**src/rtl/imm32_encoder_if.sv**
```systemverilog
`default_nettype none
// ---------------------------------------------------------------------------
// imm32_encoder_if : request/result handshake bundle for imm32_encoder
// Revision: 1.0
// ---------------------------------------------------------------------------
interface imm32_encoder_if #(
  parameter int ROT_W = 4
);
  logic              start_valid;
  logic              start_ready;
  logic [31:0]       start_value;
  logic              start_allow_inv;
  logic              result_valid;
  logic              result_ready;
  logic              result_found;
  logic              result_inverted;
  logic [7:0]        result_imm8;
  logic [ROT_W-1:0]  result_rotate;

  modport master (
    output start_valid, start_value, start_allow_inv, result_ready,
    input  start_ready, result_valid, result_found, result_inverted,
           result_imm8, result_rotate
  );

  modport slave (
    input  start_valid, start_value, start_allow_inv, result_ready,
    output start_ready, result_valid, result_found, result_inverted,
           result_imm8, result_rotate
  );
endinterface
`default_nettype wire

```
**src/rtl/imm32_encoder.sv**
```systemverilog
`default_nettype none
// ---------------------------------------------------------------------------
// imm32_encoder : searches imm8/rotate (direct, then complement) for a constant
// Revision: 1.0
// ---------------------------------------------------------------------------
module imm32_encoder #(
  parameter int ROT_W = 4
) (
  input  logic              clk,
  input  logic              rst,
  imm32_encoder_if.slave    enc_if
);

  localparam logic [1:0] S_IDLE = 2'd0;
  localparam logic [1:0] S_DIR  = 2'd1;
  localparam logic [1:0] S_INV  = 2'd2;
  localparam logic [1:0] S_DONE = 2'd3;

  logic [1:0]       state_q,     state_d;
  logic [31:0]      value_q,     value_d;
  logic             allow_inv_q, allow_inv_d;
  logic [ROT_W-1:0] r_q,         r_d;
  logic             found_q,     found_d;
  logic             inverted_q,  inverted_d;
  logic [7:0]       imm8_q,      imm8_d;
  logic [ROT_W-1:0] rotate_q,    rotate_d;

  logic [31:0] w_target;
  logic [5:0]  w_shamt;
  logic [31:0] w_rot;
  logic        w_hit;
  logic        w_r_last;

  // ROL by 2*r; a shift by 32 yields 0 so r=0 degenerates to the identity.
  assign w_target = (state_q == S_INV) ? ~value_q : value_q;
  assign w_shamt  = 6'({r_q, 1'b0});
  assign w_rot    = (w_target << w_shamt) | (w_target >> (6'd32 - w_shamt));
  assign w_hit    = ~|w_rot[31:8];
  assign w_r_last = &r_q;

  always_comb begin
    state_d     = state_q;
    value_d     = value_q;
    allow_inv_d = allow_inv_q;
    r_d         = r_q;
    found_d     = found_q;
    inverted_d  = inverted_q;
    imm8_d      = imm8_q;
    rotate_d    = rotate_q;
    case (state_q)
      S_IDLE: begin
        if (enc_if.start_valid) begin
          value_d     = enc_if.start_value;
          allow_inv_d = enc_if.start_allow_inv;
          r_d         = '0;
          state_d     = S_DIR;
        end
      end
      S_DIR, S_INV: begin
        if (w_hit) begin
          found_d    = 1'b1;
          inverted_d = (state_q == S_INV);
          imm8_d     = w_rot[7:0];
          rotate_d   = r_q;
          state_d    = S_DONE;
        end else if (w_r_last) begin
          r_d = '0;
          if (state_q == S_DIR && allow_inv_q) begin
            state_d = S_INV;
          end else begin
            found_d    = 1'b0;
            inverted_d = 1'b0;
            imm8_d     = 8'd0;
            rotate_d   = '0;
            state_d    = S_DONE;
          end
        end else begin
          r_d = r_q + ROT_W'(1);
        end
      end
      S_DONE: begin
        if (enc_if.result_ready) begin
          state_d = S_IDLE;
        end
      end
      default: state_d = S_IDLE;
    endcase
  end

  always_ff @(posedge clk) begin
    if (rst) begin
      state_q     <= S_IDLE;
      value_q     <= 32'd0;
      allow_inv_q <= 1'b0;
      r_q         <= '0;
      found_q     <= 1'b0;
      inverted_q  <= 1'b0;
      imm8_q      <= 8'd0;
      rotate_q    <= '0;
    end else begin
      state_q     <= state_d;
      value_q     <= value_d;
      allow_inv_q <= allow_inv_d;
      r_q         <= r_d;
      found_q     <= found_d;
      inverted_q  <= inverted_d;
      imm8_q      <= imm8_d;
      rotate_q    <= rotate_d;
    end
  end

  assign enc_if.start_ready     = (state_q == S_IDLE);
  assign enc_if.result_valid    = (state_q == S_DONE);
  assign enc_if.result_found    = found_q;
  assign enc_if.result_inverted = inverted_q;
  assign enc_if.result_imm8     = imm8_q;
  assign enc_if.result_rotate   = rotate_q;

endmodule
`default_nettype wire

```
**src/flat_wrapper.sv**
```systemverilog
// flat-port wrapper written by rule: the top's interface ports become plain ports
module imm32_encoder_flat 
#(
  parameter int ROT_W = 4
)
  (clk, rst, enc_if_start_valid, enc_if_start_value, enc_if_start_allow_inv, enc_if_result_ready, enc_if_start_ready, enc_if_result_valid, enc_if_result_found, enc_if_result_inverted, enc_if_result_imm8, enc_if_result_rotate);
  imm32_encoder_if #(.ROT_W(ROT_W)) enc_if_i ();
  input  logic clk;
  input  logic rst;
  input wire logic [$bits(enc_if_i.start_valid)-1:0] enc_if_start_valid;
  input wire logic [$bits(enc_if_i.start_value)-1:0] enc_if_start_value;
  input wire logic [$bits(enc_if_i.start_allow_inv)-1:0] enc_if_start_allow_inv;
  input wire logic [$bits(enc_if_i.result_ready)-1:0] enc_if_result_ready;
  output wire logic [$bits(enc_if_i.start_ready)-1:0] enc_if_start_ready;
  output wire logic [$bits(enc_if_i.result_valid)-1:0] enc_if_result_valid;
  output wire logic [$bits(enc_if_i.result_found)-1:0] enc_if_result_found;
  output wire logic [$bits(enc_if_i.result_inverted)-1:0] enc_if_result_inverted;
  output wire logic [$bits(enc_if_i.result_imm8)-1:0] enc_if_result_imm8;
  output wire logic [$bits(enc_if_i.result_rotate)-1:0] enc_if_result_rotate;
  assign enc_if_i.start_valid = enc_if_start_valid;
  assign enc_if_i.start_value = enc_if_start_value;
  assign enc_if_i.start_allow_inv = enc_if_start_allow_inv;
  assign enc_if_i.result_ready = enc_if_result_ready;
  assign enc_if_start_ready = enc_if_i.start_ready;
  assign enc_if_result_valid = enc_if_i.result_valid;
  assign enc_if_result_found = enc_if_i.result_found;
  assign enc_if_result_inverted = enc_if_i.result_inverted;
  assign enc_if_result_imm8 = enc_if_i.result_imm8;
  assign enc_if_result_rotate = enc_if_i.result_rotate;
  imm32_encoder #(.ROT_W(ROT_W)) u_core (.clk(clk), .rst(rst), .enc_if(enc_if_i));
endmodule
```
**config.mk**
```make
export PLATFORM = sky130hd
export DESIGN_NAME = imm32_encoder_flat
export DESIGN_NICKNAME = d
export VERILOG_FILES = /design/src/rtl/imm32_encoder_if.sv /design/src/rtl/imm32_encoder.sv /design/src/flat_wrapper.sv
export SDC_FILE = /design/constraint.sdc
export NUM_CORES = 1
export LEC_CHECK = 0
export ABC_AREA = 1
export BUFFER_PORTS_ARGS = -buffer_cell sky130_fd_sc_hd__buf_2
export CAP_MARGIN = 10
export CORE_MARGIN = 5
export CORE_UTILIZATION = 44
export CTS_CLUSTER_DIAMETER = 60
export DETAILED_ROUTE_END_ITERATION = 6
export GPL_TIMING_DRIVEN = 0
export HOLD_SLACK_MARGIN = 0.06
export SLEW_MARGIN = 5
export SYNTH_ARGS = -nofsm -noshare
export SYNTH_HDL_FRONTEND = slang
export SYNTH_SLANG_ARGS = --single-unit
```
**constraint.sdc**
```tcl
create_clock -name clk -period 4 [get_ports clk]
set_clock_uncertainty 0.15 [all_clocks]
set_input_delay 0.4 -clock clk [delete_from_list [all_inputs] [get_ports clk]]
set_output_delay 0.4 -clock clk [all_outputs]
set_load 0.05 [all_outputs]
```
==> flow_metrics.tcl, run 1 <==
set metrics [dict create \
    die_x_um 111.2 \
    antenna_found_initial 0 \
    drv_slew 0 \
    rsz0062_at_grt "no" \
    criticalPathCategory "register to register" \
    netlist_area_um2 4502 \
    worst_pin_slew_ns 0.6974 \
    antenna_left 0 \
    avgSynthCellArea_um2 5.606 \
    ys_warn_count 0 \
    fin_crit_ns 3.468 \
    ys_top_cells_by_area "dfxtp_1 24%, nand2_1 22%, nand3_1 18%" \
    vias 5623 \
    drive_gt1_frac 0.1173 \
    period_share 0.8669 \
    synthCells 803 \
    fin_ws_ns 0.5324 \
    drc 0 \
    die_y_um 111.2 \
    std_cell_rows 37 \
    hold_path.class "primary input to register" \
    crit_family "buffers and inverters" \
    die_area_um2 12350 \
    clk_path_buf_depth 2 \
    drtPass1Iterations 6 \
    hold_path_startpoint "rst" \
    fin_cells 997 \
    cts_tree "built" \
    pre_cts_ws_ns 0.3101 \
    synthToLayoutAreaGrowth_pct 11.53 \
    path_buf_inv 5 \
    drt_wl_total_um 17440 \
    cp.required_ns 4.07 \
    synth_seq_area_share 0.2357 \
    regArea_um2 1061 \
    gp_congestion 0.9885 \
    synth_seq_cells 53 \
    h-tree-depth 2 \
    routedWlPerCell_um 17.49 \
    drv_cap 0 \
    grt_pass1_vias 5140 \
    clockRootBuffer "clkbuf_8" \
    cts_sinks 53 \
    diodes 0 \
    setup_viol 0 \
    first_iter_violations 585 \
    cts_buffers 5 \
    cp-start-kind "register" \
    hold_viol_final 0 \
    cp.arrival_ns 3.54 \
    multiInputGateArea_um2 2955 \
    grt_pass1_wl_um 27370 \
    fmax_mhz 288.4 \
    crit_chain "inv_2 > ha_1 > buf_2 > inv_2 > buf_2 > buf_1 > a21oi_1 > o311ai_0 > nand3_1 > nand2_1 > a21oi_1" \
    grt_use_total 0.2781 \
    dpl.hpwl_um 13700 \
    num-fill-cells 1136 \
    synthDominantCellAreaShare 0.2357 \
    worst-path-max-fanout 16 \
    maxSlewHeadroom 0.5292 \
    syn-num-nets 846 \
    path_clk_slew_ns 0.12 \
    vias_per_cell 5.640 \
    io_buffers 52 \
    startpoint "u_core.r_q[1]" \
    critical_path.max_stage_delay_ns 0.65 \
    start_util 0.4440 \
    setup_tns_ns 0 \
    grt_start_max_net_pins 19 \
    dp.cells 991 \
    crit_slowest_cell "o311ai_0" \
    rr_startpoint "u_core.r_q[1]" \
    grt.overflow.total 0 \
    insertion_delay_ns 0.33 \
    yosysUniqueCellTypes 32 \
    endpoint_kind "register" \
    fin_nets 903 \
    io_pins 53 \
    core_um2 10140 \
    postCtsSetupRepairBufs 0 \
    synth.largest_area_cell "dfxtp_1" \
    status "completed" \
]
[sequential cells by signal, summed over array words and instances (netlist names)]
signal,cells
u_core.value_q,32
u_core.enc_if.result_imm8,8
u_core.enc_if.result_rotate,4
u_core.r_q,4
u_core.state_q,2
u_core.allow_inv_q,1
u_core.enc_if.result_found,1
u_core.enc_if.result_inverted,1
[metal layers]
layer  up-vias  wire length, µm  GRT usage
met2       237             7649     0.4304
met5         -                0          0
li1       2773                -          -
met1      2580             7907     0.3912
met4         0              556    0.09732
met3        33             1327    0.04476
[cell usage in the layout (no fill, tap or decap)]
master	count
o31ai_1	2
and2_1	1
nand4_1	8
xor2_1	2
clkbuf_1	17
o21ai_1	3
nand3_2	4
o211ai_1	4
buf_4	4
nand2_1	267
inv_1	52
nand3b_1	3
nand3_1	165
a21oi_2	1
buf_6	5
clkbuf_8	5
clkinvlp_4	1
inv_2	4
buf_1	3
nand2_2	3
nor2_2	1
clkinv_4	1
clkbuf_2	2
buf_2	66
o21ai_0	51
o22ai_1	3
o32ai_1	1
o311ai_0	1
inv_6	2
dfxtp_1	53
buf_8	1
nor3_1	1
ha_1	6
clkinv_2	1
nor2_1	48
a21oi_1	69
[synth_stat cells (all sizes together)]
cell / count
nand2: 270
nand3: 169
a21oi: 70
inv: 57
o21ai: 54
dfxtp: 53
nor2: 49
buf: 28
clkbuf: 20
nand4: 8
ha: 6
o211ai: 4
nand3b: 3
o22ai: 3
o31ai: 2
xor2: 2
and2: 1
clkinv: 1
nor3: 1
o311ai: 1
o32ai: 1
[metrics by stage]
| stage | util | hold WS (ns) | cell area, µm² |
|---|---|---|---|
| after floorplan | - | 0.2934 | 4502 |
| after global placement | 0.4865 | 0.3047 | 4932 |
| after detailed placement | 0.4865 | 0.3081 | 4932 |
| after CTS | 0.4957 | 0.1542 | 5026 |
| after global routing | 0.4952 | 0.1589 | 5021 |
| final | 0.4952 | 0.1618 | 5021 |
[layout make-up]
cell class              count  area share
plain buffers              46     0.05108
clock buffers               5     0.01371
clock inverters             3    0.004984
inverters                  58     0.04461
multi-input cells         644      0.5886
flip-flops and latches     53      0.2113
well taps                 136     0.03389
repair buffers             52     0.05183
[path summary, 6_finish.rpt]
kind | cells past startpoint | slack [ns] | to
worst min register to register | 2 | 0.33 | u_core.enc_if.result_found
worst max-delay path | 11 | 0.53 | u_core.enc_if.result_imm8[7]
worst min-delay path | 2 | 0.16 | u_core.enc_if.result_found
worst max register to register | 11 | 0.53 | u_core.enc_if.result_imm8[7]
[timing repair]
| action | CTS | global route |
|---|---|---|
| gates resized for setup | 0 | 3 |
| setup endpoints to repair | 0 | 17 |
| hold buffers | 0 | 0 |
[kinds of logic (layout without fill, tap and decap cells)]
group                    after synthesis  in the layout  synth area share
AO/OA/AOI/OAI                        135            135            0.1568
AND/OR/NAND/NOR                      501            501            0.4792
adder cells (fa/ha/maj)                6              6           0.01668
XOR/XNOR                               2              2          0.003892
flip-flops                            53             53            0.2357
buffers and inverters                106            164            0.1078
Power of run 1 is left out: the tool's default activity adds up to more than one toggle a clock period on the data nets, which glitch-free logic cannot reach.
==> run 2: changes to the inputs <==
ABC_AREA = 0   (was 1)
CAP_MARGIN = 20   (was 10)
==> run 2 against run 1 <==
Design area rose by 15%. Register-to-register slack got worse by 0.36 ns. Hold slack improved by 0.016 ns. Flip-flop and latch count did not move. Non-clock buffer count rose by 27. Global-route usage fell by 1.1 points. Die area rose by 10%. Sequential share of layout area fell by 2.7 points. Core utilization rose by 1.6 points. Worst setup slack got worse by 0.36 ns. Via count fell by 4.0%. Maximum frequency fell by 9.5%. Critical endpoint is now u_core.enc_if.result_rotate[2]. Largest cell class unchanged.
==> flow_metrics.tcl, run 2 <==
set metrics [dict create \
    mostFrequentLayoutCell "nand2_1" \
    grt_pass1_vias 5038 \
    die_x_um 116.6 \
    critPathCapture "u_core.enc_if.result_rotate[2]" \
    p_per_area_nw_per_um2 522.4 \
    cp.required_ns 4.08 \
    synthDominantCellAreaShare 0.2123 \
    dp.cells 858 \
    num-fill-cells 1137 \
    synth_edf_count 0 \
    setup_tns_ns 0 \
    clockRootBuffer "clkbuf_16" \
    cp-start-kind "register" \
    utilization 0.5115 \
    p_leak_nw 2.155 \
    vias 5397 \
    io_buffers 51 \
    status "completed" \
    multiInputGateArea_um2 3636 \
    yosysUniqueCellTypes 69 \
    die_y_um 116.6 \
    crit_slowest_cell "or3b_2" \
    rr_startpoint "u_core.state_q[0]" \
    maxSlewHeadroom 0.4916 \
    grt_start_max_net_pins 19 \
    path_buf_inv 5 \
    ys_top_cells_by_area "dfxtp_1 21%, mux2i_1 8.6%, nand2_1 8.0%" \
    whs_ns 0.1779 \
    routedWlPerCell_um 20.68 \
    start_util 0.4433 \
    diodes 0 \
    pwr-share-seq 0.217 \
    total_power_mw 3.012 \
    insertion_delay_ns 0.31 \
    cts_hold_buffers 0 \
    synth_seq_cells 53 \
    gp_congestion 0.9704 \
    path_common_cell "buf_4" \
    core_um2 11270 \
    clk_path_buf_depth 2 \
    rrSetupSlack_ns 0.17 \
    drc 0 \
    synth_most_common_cell "nand2_1" \
    h-tree-depth 2 \
    startpoint "u_core.state_q[0]" \
    netlist_area_um2 4997 \
    largest_register "u_core.value_q" \
    drt_wl_total_um 17990 \
    synth.largest_area_cell "dfxtp_1" \
    first_iter_violations 481 \
    vias_per_cell 6.203 \
    fin_crit_ns 3.831 \
    endpoint_kind "register" \
    std_cell_rows 39 \
    worst_pin_slew_ns 0.7572 \
    fmax_mhz 261.0 \
    fin_nets 769 \
    dpl.hpwl_um 13450 \
    die_area_um2 13590 \
    hold_path.class "primary input to register" \
    largest_reg_flops 32 \
    crit_family "compound AO/OA/AOI/OAI gates" \
    antenna_found_initial 0 \
    regArea_um2 1061 \
    drtPass1Iterations 5 \
    cts_tree "built" \
    synthCells 664 \
    synthToLayoutAreaGrowth_pct 15.37 \
    timing.rr.end "u_core.enc_if.result_rotate[2]" \
    synth_seq_area_share 0.2123 \
    cp.arrival_ns 3.91 \
    cts_sinks 53 \
    cts_buffers 5 \
    synth_common_cells "107 x nand2_1, 73 x a21oi_1, 53 x dfxtp_1, 43 x mux2i_1, 40 x clkbuf_1" \
    reg2reg_depth 15 \
    power_frac_comb 0.613 \
    synthArstFlopShare 0 \
    fin_cells 870 \
    hold_viol_final 0 \
    rsz0062_at_grt "no" \
    ys_warn_count 0 \
    path_depth 15 \
    grt_use_total 0.2674 \
    p_clk_frac 0.170 \
    path_clk_slew_ns 0.07 \
    avgSynthCellArea_um2 7.526 \
    syn-num-nets 707 \
    switching_share 0.4612 \
    io_pins 53 \
    layout_common_cells "107 x nand2_1, 73 x a21oi_1, 62 x buf_2" \
    peakVddDrop_mv 0.3168 \
    setup_viol 0 \
    grt.overflow.total 0 \
    drive_gt1_frac 0.1884 \
    worst-path-max-fanout 10 \
    period_share 0.9578 \
    antenna_left 0 \
    crit_chain "inv_1 > ha_1 > buf_4 > buf_4 > xnor2_1 > o22ai_1 > a31oi_1 > o2111ai_1 > or3b_2 > a2bb2oi_1 > a211oi_4 > buf_4 > buf_6 > nand2_1 > a21oi_1" \
    switching_power_mw 1.389 \
    ys.flop_type "dfxtp_1" \
    drv_cap 0 \
    criticalPathCategory "register to register" \
    critical_path.max_stage_delay_ns 0.50 \
    grt_pass1_wl_um 28010 \
    p_int_mw 1.623 \
    drv_slew 0 \
]
run 2: power groups by stage:
stage | clock network [mW] | registers, mW | logic [mW]
finish | 0.511 | 0.654 | 1.85
global route | 0.542 | 0.663 | 1.98
CTS | 0.523 | 0.650 | 1.76
detailed placement | 0 | 0.662 | 1.70
global placement | 0 | 0.660 | 1.69
floorplan | 0 | 0.646 | 1.28
run 2: final cells by class:
| type | instances | share of cell area |
|---|---|---|
| plain buffers | 69 | 0.06489 |
| clock buffers | 7 | 0.02474 |
| clock inverters | 1 | 0.005208 |
| inverters | 10 | 0.008681 |
| multi-input cells | 531 | 0.6306 |
| flip-flops and latches | 53 | 0.1840 |
| well taps | 143 | 0.03103 |
| repair buffers | 56 | 0.05078 |
run 2: layer usage:
layer	routed length, µm	track usage	up-vias
met5	0	0	-
met4	644	0.1086	0
met1	7776	0.3631	2552
met2	8022	0.4096	255
li1	-	-	2548
met3	1544	0.06269	42
run 2: cells by family (layout without fill, tap and decap cells):
| kind of cell | after synthesis | in the layout | synth area share |
|---|---|---|---|
| mux | 63 | 63 | 0.1627 |
| buf+inv | 80 | 143 | 0.07711 |
| xor+xnor | 41 | 41 | 0.07336 |
| fa+ha+maj | 6 | 6 | 0.01502 |
| compound gates | 165 | 165 | 0.2133 |
| flops | 53 | 53 | 0.2123 |
| simple gates | 256 | 256 | 0.2461 |
run 2: stage by stage:
step | setup slack, ns | area, µm²
floorplan | 0.3147 | 4997
global placement | -1.082 | 5431
detailed placement | -1.075 | 5431
CTS | 0.02798 | 5674
global route | 0.01182 | 5766
finish | 0.1686 | 5766
run 2: how the worst min path moves through the flow:
| stage | start | to | slack [ns] | depth (start not counted) |
|---|---|---|---|---|
| after floorplan | u_core.allow_inv_q | u_core.allow_inv_q | 0.29 | 2 |
| after global placement | u_core.enc_if.result_found | u_core.enc_if.result_found | 0.29 | 2 |
| after detailed placement | u_core.enc_if.result_found | u_core.enc_if.result_found | 0.30 | 2 |
| after CTS | enc_if_start_value[23] | u_core.value_q[23] | 0.17 | 3 |
| after global routing | enc_if_start_value[27] | u_core.value_q[27] | 0.18 | 3 |
| final | enc_if_start_value[24] | u_core.value_q[24] | 0.18 | 3 |
run 2: tightest hold or removal path, delay by kind of cell:
family / cells / cell delay (ns)
compound gates: 1 / 0.05
simple gates: 1 / 0.04
buf+inv: 1 / 0.09
run 2: repair_timing:
item                                    in CTS  in global routing
pin swaps                                    2                  3
endpoints found under the setup margin      20                 20
buffers inserted                             3                  2
resized for setup                           13                 15
Note: power is estimated with default switching activity, not from simulation.
